==> src/rtl/rr_mux_arbiter_if.sv <==
// Bus between four requesters and the round-robin mux arbiter: requests, data lanes,
// registered grant/select/busy, and the forwarded data word.
interface rr_mux_arbiter_if #(
  parameter int unsigned DATA_W = 8
);
  logic [3:0]        req;
  logic [DATA_W-1:0] d0;
  logic [DATA_W-1:0] d1;
  logic [DATA_W-1:0] d2;
  logic [DATA_W-1:0] d3;
  logic [3:0]        gnt;
  logic [1:0]        sel;
  logic              busy;
  logic [DATA_W-1:0] y;

  modport master (output req, d0, d1, d2, d3, input gnt, sel, busy, y);
  modport slave  (input req, d0, d1, d2, d3, output gnt, sel, busy, y);
endinterface

==> src/rtl/rr_mux_arbiter.sv <==
// Round-robin arbiter owning a 4:1 data mux; one idle bubble between grants.
// Optional macro ARB_TIMEOUT_EN force-releases an owner after HOLD_MAX cycles when others wait.
module rr_mux_arbiter #(
  parameter int unsigned DATA_W   = 8,
  parameter int unsigned HOLD_MAX = 8
) (
  input  logic                clk,
  input  logic                reset_n,
  rr_mux_arbiter_if.slave     bus
);

  typedef enum logic {IDLE, GRANT} state_e;

  if (HOLD_MAX < 2 || HOLD_MAX > 255) begin : g_bad_hold_max
    $error("rr_mux_arbiter: HOLD_MAX must be in 2..255");
  end

  state_e      state_q, state_d;
  logic [3:0]  gnt_q,   gnt_d;
  logic [1:0]  sel_q,   sel_d;
  logic        busy_q,  busy_d;
  logic [1:0]  rr_ptr_q, rr_ptr_d;
  logic [1:0]  win;
  logic [1:0]  idx;
  logic        found;
  logic        release_now;

`ifdef ARB_TIMEOUT_EN
  localparam logic [7:0] HOLD_LAST = 8'(HOLD_MAX - 1);
  localparam logic [7:0] HOLD_SAT  = 8'(HOLD_MAX);
  logic [7:0]  hold_cnt_q, hold_cnt_d;
`endif

  // First requester at or after rr_ptr, wrapping mod 4.
  always_comb begin
    win   = rr_ptr_q;
    found = 1'b0;
    idx   = 2'd0;
    for (int k = 0; k < 4; k++) begin
      idx = rr_ptr_q + 2'(k);
      if (!found && bus.req[idx]) begin
        win   = idx;
        found = 1'b1;
      end
    end
  end

  always_comb begin
    // NOTE: every next-state variable gets its hold value first, so no path infers a latch.
    state_d     = state_q;
    gnt_d       = gnt_q;
    sel_d       = sel_q;
    busy_d      = busy_q;
    rr_ptr_d    = rr_ptr_q;
    release_now = 1'b0;
`ifdef ARB_TIMEOUT_EN
    hold_cnt_d  = hold_cnt_q;
`endif
    unique case (state_q)
      IDLE: begin
        if (found) begin
          gnt_d   = 4'b0001 << win;
          sel_d   = win;
          busy_d  = 1'b1;
          state_d = GRANT;
`ifdef ARB_TIMEOUT_EN
          hold_cnt_d = 8'd0;
`endif
        end
      end
      GRANT: begin
        release_now = !bus.req[sel_q];
`ifdef ARB_TIMEOUT_EN
        // Saturated counters still qualify, so a late competitor cannot be locked out.
        if (hold_cnt_q >= HOLD_LAST && (bus.req & ~gnt_q) != 4'b0000)
          release_now = 1'b1;
`endif
        if (release_now) begin
          gnt_d    = 4'b0000;
          busy_d   = 1'b0;
          rr_ptr_d = sel_q + 2'd1;
          state_d  = IDLE;
        end
`ifdef ARB_TIMEOUT_EN
        else if (hold_cnt_q < HOLD_SAT) begin
          hold_cnt_d = hold_cnt_q + 8'd1;
        end
`endif
      end
      default: state_d = IDLE;
    endcase
  end

  // NOTE: state registers use non-blocking assignment so every flop samples pre-edge values.
  always_ff @(posedge clk or negedge reset_n) begin
    if (!reset_n) begin
      state_q  <= IDLE;
      gnt_q    <= 4'b0000;
      sel_q    <= 2'd0;
      busy_q   <= 1'b0;
      rr_ptr_q <= 2'd0;
    end else begin
      state_q  <= state_d;
      gnt_q    <= gnt_d;
      sel_q    <= sel_d;
      busy_q   <= busy_d;
      rr_ptr_q <= rr_ptr_d;
    end
  end

`ifdef ARB_TIMEOUT_EN
  always_ff @(posedge clk or negedge reset_n) begin
    if (!reset_n) hold_cnt_q <= 8'd0;
    else          hold_cnt_q <= hold_cnt_d;
  end
`endif

  assign bus.gnt  = gnt_q;
  assign bus.sel  = sel_q;
  assign bus.busy = busy_q;

  always_comb begin
    bus.y = '0;
    if (busy_q) begin
      unique case (sel_q)
        2'd0: bus.y = bus.d0;
        2'd1: bus.y = bus.d1;
        2'd2: bus.y = bus.d2;
        2'd3: bus.y = bus.d3;
      endcase
    end
  end

endmodule

==> src/flat_wrapper.sv <==
// flat-port wrapper written by rule: the top's interface ports become plain ports
module rr_mux_arbiter_flat 
#(
  parameter int unsigned DATA_W   = 8,
  parameter int unsigned HOLD_MAX = 8
)
  (clk, reset_n, bus_req, bus_d0, bus_d1, bus_d2, bus_d3, bus_gnt, bus_sel, bus_busy, bus_y);
  rr_mux_arbiter_if #(.DATA_W(DATA_W)) bus_i ();
  input  logic clk;
  input  logic reset_n;
  input wire logic [$bits(bus_i.req)-1:0] bus_req;
  input wire logic [$bits(bus_i.d0)-1:0] bus_d0;
  input wire logic [$bits(bus_i.d1)-1:0] bus_d1;
  input wire logic [$bits(bus_i.d2)-1:0] bus_d2;
  input wire logic [$bits(bus_i.d3)-1:0] bus_d3;
  output wire logic [$bits(bus_i.gnt)-1:0] bus_gnt;
  output wire logic [$bits(bus_i.sel)-1:0] bus_sel;
  output wire logic [$bits(bus_i.busy)-1:0] bus_busy;
  output wire logic [$bits(bus_i.y)-1:0] bus_y;
  assign bus_i.req = bus_req;
  assign bus_i.d0 = bus_d0;
  assign bus_i.d1 = bus_d1;
  assign bus_i.d2 = bus_d2;
  assign bus_i.d3 = bus_d3;
  assign bus_gnt = bus_i.gnt;
  assign bus_sel = bus_i.sel;
  assign bus_busy = bus_i.busy;
  assign bus_y = bus_i.y;
  rr_mux_arbiter #(.DATA_W(DATA_W), .HOLD_MAX(HOLD_MAX)) u_core (.clk(clk), .reset_n(reset_n), .bus(bus_i));
endmodule
==> config.mk <==
export PLATFORM = sky130hd
export DESIGN_NAME = rr_mux_arbiter_flat
export DESIGN_NICKNAME = d
export VERILOG_FILES = /design/src/rtl/rr_mux_arbiter_if.sv /design/src/rtl/rr_mux_arbiter.sv /design/src/flat_wrapper.sv
export SDC_FILE = /design/constraint.sdc
export NUM_CORES = 1
export LEC_CHECK = 0
export ABC_AREA = 1
export CORE_ASPECT_RATIO = 0.5
export CORE_UTILIZATION = 40
export CTS_CLUSTER_SIZE = 25
export DETAILED_ROUTE_END_ITERATION = 12
export PLACE_DENSITY_LB_ADDON = 0.3
export SYNTH_ARGS = -nofsm -noshare
export SYNTH_HDL_FRONTEND = slang
export SYNTH_SLANG_ARGS = --single-unit
==> constraint.sdc <==
create_clock -name clk -period 1.8 [get_ports clk]
set_input_delay 0.27 -clock clk [delete_from_list [all_inputs] [get_ports clk]]
set_output_delay 0.27 -clock clk [all_outputs]
set_load 0.02 [all_outputs]
# Word level (Yosys, flattened, before mapping)
# Index checks and enable logic that the tools add are counted.
# totals
reg_bits,10
latchBits,0
ram_bits,0
romBits,0
in_bits,38
output_inout_bits,15
wordCells,60
mem_count,0
# op_classes
addsub,4
mul,0
div,0
magnitude_cmp,5
eq_ne,5
shifts,1
n_mux,28
n_bitwise,2
n_reduce_logical,10
# ops
operator,count
case mux 8 bit (4 select lines),1
"less-than comparator 2 x 3 -> 1 bit, second input constant",5
two-way mux 1 bit,13
binary-select mux 1 bit (select 2 bit),5
two-way mux 4 bit,2
two-way mux 8 bit,1
case mux 4 bit (2 select lines),1
two-way mux 2 bit,3
AND reduction 2 bit,3
"adder 2 x 1 -> 2 bit, second input constant",2
"adder 2 bit, second input constant",2
"equality test 2 bit, second input constant",2
case mux 1 bit (2 select lines),2
"left shift 1 x 2 -> 4 bit, first input constant",1
logical AND 1 bit,3
zero test 1 bit,3
"equality test 2 x 1 -> 1 bit, second input constant",1
zero test 2 bit,1
"!= test 2 x 1 -> 1 bit, second input constant",1
"!= test 2 bit, second input constant",1
inverter 1 bit,2

# Longest topological paths before layout
# Gate-level depths: netlist of the first run.
# logic_depth
ltp_word,15
depth_mapped,14
mapped_depth_nobuf,13

# Worst setup path after synthesis of the first run
# Ideal clock, no wire load.
# synth_path
path_type,reg2out
from,"register u_core.sel_q[0], in the netlist u_core.bus.sel[0]"
to,output port bus_y[0]
arrival_ns,1.644
t_required_ns,1.530
path_slack_ns,-0.114
path_stages_with_launch,7
path_buffers,1
cell_sequence,dfrtp_1 > inv_1 > ha_1 > clkbuf_1 > inv_1 > o21ai_0 > a31oi_1
# synth_between
elab_chain_len,3
elab_cells_between_ends,6
cone_classes,eq/ne (3); mux (2); reduce/logical (1)
# synth_lines
element,line,rtl
from (decl),rr_mux_arbiter.sv:20,"logic [1:0] sel_q, sel_d;"
from (signal assigned),rr_mux_arbiter.sv:105,sel_q <= sel_d;
"equality test 2 bit, or another cell as far along",rr_mux_arbiter.sv:125,unique case (sel_q)
case mux 8 bit (4 select lines) *,rr_mux_arbiter.sv:125,
two-way mux 8 bit *,rr_mux_arbiter.sv:124,if (busy_q) begin
to (decl),flat_wrapper.sv:19,output wire logic [$bits(bus_i.y)-1:0] bus_y;
# Mark *: on every way between the ends. The rest lies on a longest branch, timed or not.

# Worst setup path in the final report of the first run
# layout_path
from,"register u_core.sel_q[0], in the netlist u_core.bus.sel[0]"
to,output port bus_y[2]
# The elaborated chain is that of the path after synthesis.

==> results of run 1 <==
## worst max-delay path: stages, from the launching register on
cell and delay, ns:
dfrtp_2 0.42, inv_2 0.10, ha_2 0.20, buf_6 0.15, a21oi_2 0.04, a31oi_2 0.15, buf_4 0.17
## routing by layer
metal  routed length (um)  GRT usage (%)  up-vias
met3                  307          3.409        6
met1                 1699          29.59      709
li1                     -              -      750
met5                    0              0        -
met4                   36          9.259        0
met2                 1865          48.90       64
## cell usage in the layout (no fill, tap or decap)
| cell type | count |
|---|---|
| a21oi_1 | 5 |
| a21oi_2 | 5 |
| a31oi_2 | 9 |
| buf_2 | 1 |
| buf_4 | 23 |
| buf_6 | 1 |
| clkbuf_8 | 4 |
| clkdlybuf4s50_1 | 43 |
| dfrtp_1 | 9 |
| dfrtp_2 | 1 |
| dlymetal6s2s_1 | 1 |
| ha_2 | 1 |
| ha_4 | 3 |
| inv_1 | 7 |
| inv_2 | 4 |
| inv_4 | 2 |
| nand2_1 | 80 |
| nand2_2 | 11 |
| nand2_4 | 3 |
| nand3_1 | 14 |
| nand3_2 | 3 |
| nand4_1 | 2 |
| nand4_4 | 1 |
| nor2_1 | 3 |
| nor2_2 | 3 |
| nor2_4 | 1 |
| o21ai_0 | 4 |
| o21ai_1 | 9 |
| o21ai_4 | 1 |
## final timing paths
path,startpoint,end,slack (ns)
min in group clk,u_core.bus.gnt[2]$_DFFE_PN0P_,u_core.bus.gnt[2]$_DFFE_PN0P_,0.48
max reg2reg,u_core.rr_ptr_q[0]$_DFFE_PN0P_,u_core.bus.gnt[2]$_DFFE_PN0P_,0.10
min,reset_n,u_core.bus.sel[1]$_DFFE_PN0P_,0.34
max,u_core.bus.sel[0]$_DFFE_PN0P_,bus_y[2],0.06
min reg2reg,u_core.bus.gnt[2]$_DFFE_PN0P_,u_core.bus.gnt[2]$_DFFE_PN0P_,0.48
max in group asynchronous,reset_n,u_core.bus.sel[0]$_DFFE_PN0P_,1.13
## timing repair
action	CTS	global route
endpoints found under the hold margin	0	0
gates resized for setup	38	27
gates cloned	0	0
setup endpoints to repair	8	9
## power by group
| part | switching, W | internal (W) |
|---|---|---|
| Clock | 0.0000936 | 0.000193 |
| Sequential | 0.000119 | 0.000331 |
| Combinational | 0.00181 | 0.00121 |
| Total | 0.00202 | 0.00173 |
## metrics by stage
step | instance area (um^2) | setup WS [ns] | std cells | TNS (ns)
after global placement | 1869 | -0.1775 | 287 | -1.256
after detailed placement | 1869 | -0.2201 | 287 | -1.728
after global routing | 1969 | -0.005871 | 291 | -0.009423
final | 1969 | 0.06034 | 291 | 0
after floorplan | 1216 | 0.03211 | 188 | 0
after CTS | 1896 | 0.01505 | 291 | 0
## registers in the layout, summed over array words and instances (netlist names)
register         count
u_core.bus.gnt       4
u_core.bus.sel       2
u_core.rr_ptr_q      2
u_core.bus.busy      1
u_core.state_q       1
## logic make-up (layout without fill, tap and decap cells)
group | after synthesis | after routing | synth area share, %
simple gates | 121 | 121 | 49.62
compound gates | 33 | 33 | 16.65
buf+inv | 20 | 86 | 7.949
flops | 10 | 10 | 21.48
fa+ha+maj | 4 | 4 | 4.297
## final cells by class
cell class,count,area (um^2)
sequential,10,251.5
tap,37,46.29
inverter,13,53.80
fill,191,714.4
clock buffer,4,55.05
multi-input combinational,158,930.9
timing repair buffer,69,631.9
==> parameters.txt, run 1 <==
Parameter                              Value

Logic synthesis
  Biggest area contributors in the synthesized netlist ... nand2_1 26%, dfrtp_1 21%, nand3_1 6.0%
  Number of register bits inferred by synthesis ... 10
  Post-Syn Nets ... 230
  Most common library cells after synthesis ... 80 x nand2_1, 14 x nand3_1, 12 x o21ai_0
  Share of the synthesized area in the top cell type ... 25.78%
  Total standard cell area after synthesis ... 1165 um^2
  Number of synthesized flops with an enable pin ... 0
  Synthesis Warnings ... 0
  Yosys top cell by area ... nand2_1
  Sequential cell area fraction in the yosys report ... 21.48%
  Number of library cell types mapped by synthesis ... 25
  Most used flip-flop cell after synthesis ... dfrtp_1
  Mapped Cells ... 188
  Synthesized area per cell ... 6.196 um^2
  Most frequently used cell type in the post-synthesis netlist ... nand2_1
  Post-synthesis async set-or-reset flop share ... 100.0%

Routing
  Number of nets with antenna violations after detailed routing ... 0
  Detail-routed via count per cell ... 5.254
  Wire length per cell ... 13.43 um
  DRC marker count from the first detailed-route iteration ... 60
  Wirelength, routed ... 3.909 mm
  DRC violation count after routing ... 0
  Iteration count of the initial detailed-routing pass ... 4
  Via count ... 1529

Place
  Number of port buffers ... 52
  Weighted congestion reported at the end of routability-driven placement ... 0.8278
  Post-detail-place hpwl ... 2.938 mm

Clock tree
  Clock Sinks ... 10
  Post-CTS setup-driven buffer insertion count ... 0
  Clock tree buffer depth ... 2
  Clock tree from TritonCTS ... yes
  Count of hold buffers inserted by post-cts repair ... 0
  Total number of H-tree levels ... 1
  CTS clk-pin slew, worst paths ... 0.05 ns
  Clock latency at the later pin of the worst-skew pair ... 0.24 ns
  Clock root cell ... clkbuf_8
  TritonCTS buffer count ... 3

STA
  Post-route clock skew ... 0.003178 ns
  Final Hold Vio Count ... 0
  Headroom to the max-slew limit ... 70.53%
  Fraction of the cycle the final worst path needs ... 96.65%
  Minimum clock period ... 1.740 ns
  Slew of the pin with the lowest slew margin ... 0.4406 ns
  Max Freq ... 0.5748 GHz
  Unrepaired setup endpoints after global routing ... yes
  Worst hold slack after final layout ... 0.3409 ns
  Count of pins over their slew limit ... 0
  Number of setup violations in the final report ... 0

Setup path
  Max Fanout on Critical Path ... 8
  Cells on worst reg2reg path ... 11
  Data required time at the worst endpoint ... 1.53 ns
  Type of element launching the critical path ... flop
  Type of the worst setup path ... reg -> out
  Crit. End Element ... output port
  Data arrival at the endpoint of the critical path ... 1.47 ns

Global routing
  Total global routing overflow ... 0
  Global-route wire length before repair ... 5.947 mm
  All-Layer GR Usage ... 24.96%
  Largest net degree at the start of global routing ... 15
  Via count of the first global-routing pass ... 1333
  Initial antenna violation count ... 0

Pwr
  Power density normalized to cell area ... 1903 nW/um^2
  Standby leakage power ... 0.9092 nW
  Max VDD drop ... 1.103 mV
  PnR Total Power ... 0.003748 W

Floorplanning
  Die X-Extent ... 78.32 um
  Standard cell core area ... 2684 um^2
  Total number of placement rows ... 13
  Total Die Area ... 3145 um^2
  Die boundary height ... 40.16 um
  Effective utilization at floorplan ... 43.40%
  Num ports ... 53

Layout
  Final core utilization ... 73.38%
  Layout Area Growth over Synthesis ... 69.07%
  Fraction of layout cells with a size suffix above 1 ... 30.31%
  # diodes ... 0
  Final nets ... 297

Outcome
  Status ... finished, final reports clean

Run
  Max-capacitance violation count ... 0

Min path
  Hold WC Path Type ... in -> async
Note: power is estimated with default switching activity, not from simulation.
==> run 2, diff against run 1 <==
- TNS_END_PERCENT: default -> 50
==> parameters.txt, run 2 (same netlist as run 1, synthesis figures left out) <==
Parameter                              Value

Outcome
  Status ... finished, final reports clean

Global routing
  Initial antenna violation count ... 0
  All-Layer GR Usage ... 25.17%
  Via count of the first global-routing pass ... 1343
  Total global routing overflow ... 0
  Largest net degree at the start of global routing ... 15
  Global-route wire length before repair ... 5.989 mm

Setup path
  Data required time at the worst endpoint ... 1.53 ns
  Launch instance of the worst register-to-register path ... u_core.rr_ptr_q[0]$_DFFE_PN0P_
  Crit. End Element ... output port
  Cells on worst reg2reg path ... 11
  CP cell instances ... inv_2 -> ha_2 -> inv_2 -> o21ai_1 -> a31oi_2 -> buf_4
  Worst R2R End ... u_core.bus.gnt[2]$_DFFE_PN0P_
  Library cell contributing the largest single delay on the critical path ... dfrtp_2
  Critical Path Most Common Cell ... inv_2
  Data arrival at the endpoint of the critical path ... 1.48 ns
  Max Fanout on Critical Path ... 8
  Slowest Stage Delay on Critical Path ... 0.38 ns
  Worst-case register-to-register setup slack ... 0.10 ns
  Type of the worst setup path ... reg -> out
  Type of element launching the critical path ... flop

Pwr
  Power density normalized to cell area ... 1905 nW/um^2
  Max VDD drop ... 1.106 mV
  Standby leakage power ... 0.9092 nW

STA
  Worst hold slack after final layout ... 0.3423 ns
  Minimum clock period ... 1.752 ns
  Fraction of the cycle the final worst path needs ... 97.36%
  Unrepaired setup endpoints after global routing ... yes
  Headroom to the max-slew limit ... 69.97%
  Number of setup violations in the final report ... 0
  Slew of the pin with the lowest slew margin ... 0.4491 ns
  Count of pins over their slew limit ... 0
  Final Hold Vio Count ... 0
  Max Freq ... 0.5706 GHz
  Post-route clock skew ... 0.004690 ns

Layout
  Max reg flops ... 4
  # diodes ... 0
  Final cell count without fillers ... 291
  Layout Area Growth over Synthesis ... 69.07%
  Fraction of layout cells with a size suffix above 1 ... 30.31%
  Final nets ... 297
  Final core utilization ... 73.38%
  Highest-count cells in the layout ignoring fill and taps ... 80 x nand2_1, 43 x clkdlybuf4s50_1, 23 x buf_4
  Fillers ... 193
  Most common cell after layout, fill and taps aside ... nand2_1

Routing
  Wirelength, routed ... 3.936 mm
  DRC violation count after routing ... 0
  Number of nets with antenna violations after detailed routing ... 0
  Wire length per cell ... 13.53 um
  DRC marker count from the first detailed-route iteration ... 63
  Detail-routed via count per cell ... 5.302
  Iteration count of the initial detailed-routing pass ... 4
  Via count ... 1543

Clock tree
  TritonCTS buffer count ... 3
  Clock root cell ... clkbuf_8
  Clock tree from TritonCTS ... yes
  CTS clk-pin slew, worst paths ... 0.05 ns
  Post-CTS setup-driven buffer insertion count ... 0
  Total number of H-tree levels ... 1
  Clock Sinks ... 10
  Clock tree buffer depth ... 2
  Clock latency at the later pin of the worst-skew pair ... 0.24 ns

Floorplanning
  Die boundary height ... 40.16 um
  Total number of placement rows ... 13
  Total Die Area ... 3145 um^2
  Effective utilization at floorplan ... 43.40%
  Standard cell core area ... 2684 um^2
  Die X-Extent ... 78.32 um
  Num ports ... 53

Place
  Number of port buffers ... 52
  Weighted congestion reported at the end of routability-driven placement ... 0.8278
  Cell count after placement ... 287
  Post-detail-place hpwl ... 2.938 mm

Min path
  Hold WC Path Type ... in -> async

Run
  Max-capacitance violation count ... 0
[run 2: routing by layer]
metal | GRT usage, % | vias up | part of all wire, %
met4 | 9.259 | 0 | 1.3
li1 | - | 748 | -
met5 | 0 | - | 0
met2 | 49.56 | 74 | 47
met1 | 29.72 | 713 | 44
met3 | 3.409 | 8 | 7.3
[run 2: layout make-up]
| class | instances | area, um^2 | share of cell area, % |
|---|---|---|---|
| inverters | 13 | 53.80 | 2.732 |
| well taps | 37 | 46.29 | 2.351 |
| flip-flops and latches | 10 | 251.5 | 12.77 |
| multi-input cells | 158 | 930.9 | 47.27 |
| clock buffers | 4 | 55.05 | 2.795 |
| repair buffers | 69 | 631.9 | 32.08 |
[run 2: worst max-delay path, delay by kind of cell (launching register included)]
kind,cells,cell delay (ns)
adder cells (fa/ha/maj),1,0.20
flip-flops,1,0.38
buffers and inverters,3,0.37
AO/OA/AOI/OAI,2,0.29
[run 2: worst max path at each step]
stage / startpoint / to / cells past startpoint
2_1_floorplan: u_core.bus.sel[1]$_DFFE_PN0P_ / bus_y[0] / 6
3_3_place_gp: u_core.bus.sel[1]$_DFFE_PN0P_ / bus_y[7] / 5
3_5_place_dp: u_core.bus.sel[0]$_DFFE_PN0P_ / bus_y[2] / 5
4_1_cts: u_core.bus.sel[0]$_DFFE_PN0P_ / bus_y[1] / 6
5_1_grt: u_core.bus.sel[1]$_DFFE_PN0P_ / bus_y[2] / 6
6_report: u_core.bus.sel[0]$_DFFE_PN0P_ / bus_y[2] / 6
[run 2: repair_timing]
action                                  CTS  global route
resized for setup                        36            29
cloned                                    0             0
hold buffers                              0             0
endpoints found under the setup margin    8             9
[run 2: metrics by stage]
step | total power [W] | area (um^2) | setup TNS (ns) | setup WS, ns
4_1_cts | 0.003535 | 1898 | -0.05801 | -0.05801
3_3_place_gp | 0.003221 | 1869 | -1.256 | -0.1775
2_1_floorplan | 0.002348 | 1216 | 0 | 0.03211
3_5_place_dp | 0.003320 | 1869 | -1.728 | -0.2201
6_report | 0.003751 | 1969 | 0 | 0.04758
5_1_grt | 0.004040 | 1969 | -0.04180 | -0.01436
[run 2: report_power, final]
group          internal, W  total (W)  switching [W]
combinational      0.00121    0.00301        0.00181
clock             0.000193   0.000289      0.0000956
sequential        0.000331   0.000449       0.000119
==> run 3, diff against run 2 <==
- GPL_ROUTABILITY_DRIVEN: default -> 0
- HOLD_SLACK_MARGIN: default -> 0.12
==> results of run 3 <==
Same layout as run 2: the final DEF is identical, and so are final timing and power.
